[src/rtl/lm70_reader.sv]
// SPI read master for the LM70 temperature sensor: frames CS/SCK, captures the
// 16-bit word from SIO and keeps an over-temperature flag with hysteresis.
module lm70_reader #(
    parameter int CLK_DIV = 4,
    parameter int GAP     = 64,
    parameter int HYST    = 2
) (
    input  logic        clk,
    input  logic        rst,
    input  logic        en,
    input  logic [7:0]  temp_set,
    output logic        CS,
    output logic        SCK,
    input  logic        SIO,
    output logic [15:0] temp_word,
    output logic [7:0]  temp_deg,
    output logic        temp_neg,
    output logic        temp_valid,
    output logic        over_temp,
    output logic        busy
);

    typedef enum logic [2:0] {
        S_IDLE  = 3'd0,
        S_SETUP = 3'd1,
        S_SHIFT = 3'd2,
        S_HOLD  = 3'd3,
        S_GAP   = 3'd4
    } state_t;

    localparam int MAXC = (CLK_DIV > GAP) ? CLK_DIV : GAP;
    localparam int CW   = $clog2(MAXC + 1);
    localparam logic [CW-1:0] DIV_LAST = CW'(CLK_DIV - 1);
    localparam logic [CW-1:0] GAP_LAST = CW'(GAP - 1);
    localparam logic [CW-1:0] CNT_ONE  = CW'(1);
    localparam logic [8:0]    HYST9    = 9'(HYST);

    state_t         state_q, state_d;
    logic [CW-1:0]  cnt_q, cnt_d;
    logic [3:0]     bit_q, bit_d;
    logic [15:0]    shift_q, shift_d;
    logic [15:0]    word_q, word_d;
    logic           cs_q, cs_d;
    logic           sck_q, sck_d;
    logic           valid_q, valid_d;
    logic           over_q, over_d;
    logic           busy_q, busy_d;

    // Set on a non-negative reading at or above the set-point; clear only once
    // the reading drops HYST below it (9-bit sum so a large reading cannot wrap).
    function automatic logic thermo(input logic [15:0] w, input logic [7:0] sp,
                                    input logic cur);
        logic       neg;
        logic [7:0] deg;
        logic       res;
        neg = w[15];
        deg = w[14:7];
        if (!neg && (deg >= sp)) begin
            res = 1'b1;
        end else if (neg || (({1'b0, deg} + HYST9) < {1'b0, sp})) begin
            res = 1'b0;
        end else begin
            res = cur;
        end
        return res;
    endfunction

    // State and output registers
    always_ff @(posedge clk or posedge rst) begin
        if (rst) begin
            state_q <= S_IDLE;
            cnt_q   <= '0;
            bit_q   <= 4'd0;
            shift_q <= 16'h0000;
            word_q  <= 16'h0000;
            cs_q    <= 1'b1;
            sck_q   <= 1'b0;
            valid_q <= 1'b0;
            over_q  <= 1'b0;
            busy_q  <= 1'b0;
        end else begin
            state_q <= state_d;
            cnt_q   <= cnt_d;
            bit_q   <= bit_d;
            shift_q <= shift_d;
            word_q  <= word_d;
            cs_q    <= cs_d;
            sck_q   <= sck_d;
            valid_q <= valid_d;
            over_q  <= over_d;
            busy_q  <= busy_d;
        end
    end

    // Next-state and phase counters
    always_comb begin
        state_d = state_q;
        cnt_d   = cnt_q;
        bit_d   = bit_q;
        case (state_q)
            S_IDLE: begin
                cnt_d = '0;
                bit_d = 4'd0;
                if (en) begin
                    state_d = S_SETUP;
                end else begin
                    state_d = S_IDLE;
                end
            end
            S_SETUP: begin
                if (cnt_q == DIV_LAST) begin
                    state_d = S_SHIFT;
                    cnt_d   = '0;
                    bit_d   = 4'd0;
                end else begin
                    cnt_d = cnt_q + CNT_ONE;
                end
            end
            S_SHIFT: begin
                // A low half-period ending after bit 15 closes the shift phase.
                if (cnt_q == DIV_LAST) begin
                    cnt_d = '0;
                    if (!sck_q && (bit_q == 4'd15)) begin
                        state_d = S_HOLD;
                        bit_d   = 4'd0;
                    end else if (!sck_q) begin
                        bit_d = bit_q + 4'd1;
                    end else begin
                        bit_d = bit_q;
                    end
                end else begin
                    cnt_d = cnt_q + CNT_ONE;
                end
            end
            S_HOLD: begin
                if (cnt_q == DIV_LAST) begin
                    state_d = S_GAP;
                    cnt_d   = '0;
                end else begin
                    cnt_d = cnt_q + CNT_ONE;
                end
            end
            S_GAP: begin
                if (cnt_q == GAP_LAST) begin
                    cnt_d = '0;
                    if (en) begin
                        state_d = S_SETUP;
                    end else begin
                        state_d = S_IDLE;
                    end
                end else begin
                    cnt_d = cnt_q + CNT_ONE;
                end
            end
            default: begin
                state_d = S_IDLE;
                cnt_d   = '0;
                bit_d   = 4'd0;
            end
        endcase
    end

    // Next values of the registered outputs, shift data and commit
    always_comb begin
        cs_d    = 1'b1;
        sck_d   = 1'b0;
        shift_d = shift_q;
        word_d  = word_q;
        valid_d = 1'b0;
        over_d  = over_q;
        busy_d  = (state_d != S_IDLE);
        case (state_d)
            S_SETUP, S_SHIFT, S_HOLD: cs_d = 1'b0;
            default:                  cs_d = 1'b1;
        endcase
        case (state_q)
            S_SETUP: sck_d = (state_d == S_SHIFT);
            S_SHIFT: begin
                if (state_d != S_SHIFT) begin
                    sck_d = 1'b0;
                end else if (cnt_q == DIV_LAST) begin
                    sck_d = ~sck_q;
                end else begin
                    sck_d = sck_q;
                end
            end
            default: sck_d = 1'b0;
        endcase
        if (sck_d && !sck_q) begin
            shift_d = {shift_q[14:0], SIO};
        end else begin
            shift_d = shift_q;
        end
        if ((state_q == S_HOLD) && (state_d == S_GAP)) begin
            word_d  = shift_q;
            valid_d = 1'b1;
            over_d  = thermo(shift_q, temp_set, over_q);
        end else begin
            word_d  = word_q;
            valid_d = 1'b0;
            over_d  = over_q;
        end
    end

    assign CS         = cs_q;
    assign SCK        = sck_q;
    assign temp_word  = word_q;
    assign temp_deg   = word_q[14:7];
    assign temp_neg   = word_q[15];
    assign temp_valid = valid_q;
    assign over_temp  = over_q;
    assign busy       = busy_q;

endmodule

[config.mk]
export PLATFORM = sky130hd
export DESIGN_NAME = lm70_reader
export DESIGN_NICKNAME = d
export VERILOG_FILES = /design/src/rtl/lm70_reader.sv
export SDC_FILE = /design/constraint.sdc
export NUM_CORES = 1
export LEC_CHECK = 0
export ABC_AREA = 1
export CAP_MARGIN = 20
export CORE_MARGIN = 10
export CORE_UTILIZATION = 50
export DETAILED_ROUTE_END_ITERATION = 7
export PLACE_DENSITY = 0.71
export SKIP_CTS_REPAIR_TIMING = 1
export SYNTH_ARGS = -nofsm -noshare
export SYNTH_HDL_FRONTEND = slang
export SYNTH_SLANG_ARGS = --single-unit
[constraint.sdc]
create_clock -name clk -period 2.3 [get_ports clk]
set_input_delay 0.23 -clock clk [delete_from_list [all_inputs] [get_ports clk]]
set_output_delay 0.23 -clock clk [all_outputs]
set_load 0.01 [all_outputs]
==> impl_metrics.yaml <==
clocking:
  htree_levels: 2
  cts.sinks: 51
  cts_tree: "yes"
  cts_root_buf: "clkbuf_8"
  clockBufferDepth: 2
  cts_buffers: 5
  clock_latency_ps: 300
  clk_pin_slew_ps: 90
outcome:
  status: "finished clean"
worst_hold_path:
  hold_class: "primary input to async pin"
logic_synthesis:
  synth-compound-area-share_pct: 4.98
  synth-warning-count: 0
  synth_cell_type_count: 29
  synthCells: 341
  synth_xor_area_share_pct: 2.51
  synth.avg_cell_area_um2: 8.18
  synth_seq_cells: 51
  syn_area_mm2: 0.00279
  synthAdderAreaFrac_pct: 8.08
  syn_nets: 371
  synth_top_family_by_area: "simple AND/OR/NAND/NOR gates"
  synth-simple-area-share_pct: 29.7
  ys_seq_area_share_pct: 45.8
  synth.area.mux_share_pct: 0
layout:
  fin_util_pct: 61.4
  diodes: 0
  final_common_cell: "nand2_1"
  nFillCells: 508
  syn_to_final_growth_pct: 20.5
  multi_input_area_mm2: 0.00126
  drive_gt1_share_pct: 8.85
  finalNetCount: 413
  seqCellArea_mm2: 0.00128
  mostFrequentLayoutCells: "nand2_1 (111), dfrtp_1 (50), clkdlybuf4s50_1 (41), inv_1 (34), nand3_1 (27)"
  final_cells: 456
power_and_ir_drop:
  powerDensity_mw_per_mm2: 448
  cellLeakagePower_nw: 1.77
  peakVddDrop_mv: 0.289
  power_w: 0.00151
floorplanning:
  num_rows: 27
  io_pins: 42
  start_util_pct: 51.0
  die_h_um: 94.7
  core_mm2: 0.00547
  die_w_um: 94.7
  dieArea_mm2: 0.00897
sta:
  fin_crit_sh_pct: 91.0
  slew_viol_final: 0
  relSlewSlack_pct: 64.6
  finalSetupViolations: 0
  clock_skew_ps: 6.20
  tightestPinTransition_ps: 530
  period_needed_ps: 2090
  setup_slack_ps: 206
  max_freq_mhz: 478
  fin_hold_ws_ps: 289
  final_hold_viol_count: 0
global_routing:
  met2_usage_pct: 20.7
  grt_pass1_vias: 2211
  grt_pass1_wl_um: 9870
  grt_usage_pct: 13.3
  grt.met3_usage_pct: 4.04
  grt-ovfl-total: 0
  grt_max_degree: 28
  use_met1_pct: 17.5
  grt-busiest-layer: "met2"
  antenna_found_initial: 0
placement:
  place_inst: 445
  port_buffers: 41
  place_hpwl_um: 4240
  pre_cts_slack_ps: 163
  place_congestion: 0.853
route:
  drt-pass1-iter-count: 4
  drc: 0
  detail-route-antenna-nets: 0
  drt_iter0_markers: 88
  route.vias.total: 2238
  finalWirelength_um: 5670
  vias_per_cell: 4.91
  wl_per_cell_um: 12.4
setup_path:
  cp_max_fo: 4
  cp.required_ps: 2490
  critPathKind: "flop to flop"
  start_kind: "flop"
  worstPathArrival_ps: 2290
  end_kind: "flop"
job:
  cap_viol_max_count: 0
==> report_power, final <==
| part | internal [W] | switching [W] | leakage (nW) |
|---|---|---|---|
| sequential | 0.000901 | 0.00000447 | 0.670 |
| combinational | 0.0000308 | 0.0000378 | 1.05 |
| clock | 0.000247 | 0.000285 | 0.0484 |
==> per-layer routing <==
metal,up-vias,wire [um]
met5,-,0
met4,0,55
met3,4,424
met2,51,2360
met1,1027,2830
li1,1156,-
==> cell families after synthesis <==
| family | after synthesis |
|---|---|
| xor+xnor | 8 |
| simple gates | 185 |
| flops | 51 |
| buf+inv | 53 |
| fa+ha+maj | 18 |
| compound gates | 26 |
==> final timing paths <==
kind                              startpoint      endpoint  slack (ps)  cells after the start
max in group asynchronous                rst            CS        1420                      3
min in group clk                         SIO    shift_q[0]         490                      3
worst max register to register    shift_q[8]     over_temp         210                     14
worst max-delay path              shift_q[8]     over_temp         210                     14
worst min-delay path                     rst   shift_q[15]         290                      2
worst min register to register  temp_word[3]  temp_word[3]         490                      2
==> layout make-up <==
cell class	count	share of cell area (%)
multi-input combinational	237	37.6
clock buffer	7	2.57
inverter	38	4.24
tap	72	2.68
sequential	51	38.0
clock inverter	1	0.261
timing repair buffer	50	14.6
==> cells in the mapped netlist, drive strengths merged <==
cell     count  area share, %
nand3       30            5.9
clkbuf       3           0.40
nor3         5            1.3
nand4        4           0.90
buf         12            3.4
a21o         2           0.54
a21oi       10            1.8
nand3b       1           0.27
ha          18            8.1
dfstp        1           0.94
dfrtp       50             45
nor3b        1           0.27
o21ai       13            2.3
inv         37            5.0
nand2      115             16
nor2        29            4.8
xnor2        1           0.31
o2111ai      1           0.31
clkinv       1           0.13
xor2         7            2.2
==> worst max-delay path, cell delays in order (launching register included) <==
cell and delay, ps:
dfrtp_1 400, buf_4 130, ha_1 170, nand3_1 130
nor3_1 200, xor2_1 190, ha_1 260, nand3_1 120
nor2_1 50, nor2_1 80, nand2_1 60, nand2_1 50
nand2_1 50, nand2_1 70, nand2_1 40
==> flip-flops by register name (all words and copies together), names as in the netlist <==
signal      count
shift_q        16
SCK             1
CS              1
busy            1
temp_word      16
state_q         3
over_temp       1
cnt_q           7
bit_q           4
temp_valid      1
==> through the flow <==
| step | instance area, um2 | setup TNS, ps |
|---|---|---|
| 2_1_floorplan | 2790 | 0 |
| 6_report | 3360 | 0 |
| 3_5_place_dp | 3240 | 0 |
| 4_1_cts | 3340 | 0 |
| 3_3_place_gp | 3240 | 0 |
| 5_1_grt | 3360 | -8.29 |
Note: power is estimated with default switching activity, not from simulation.
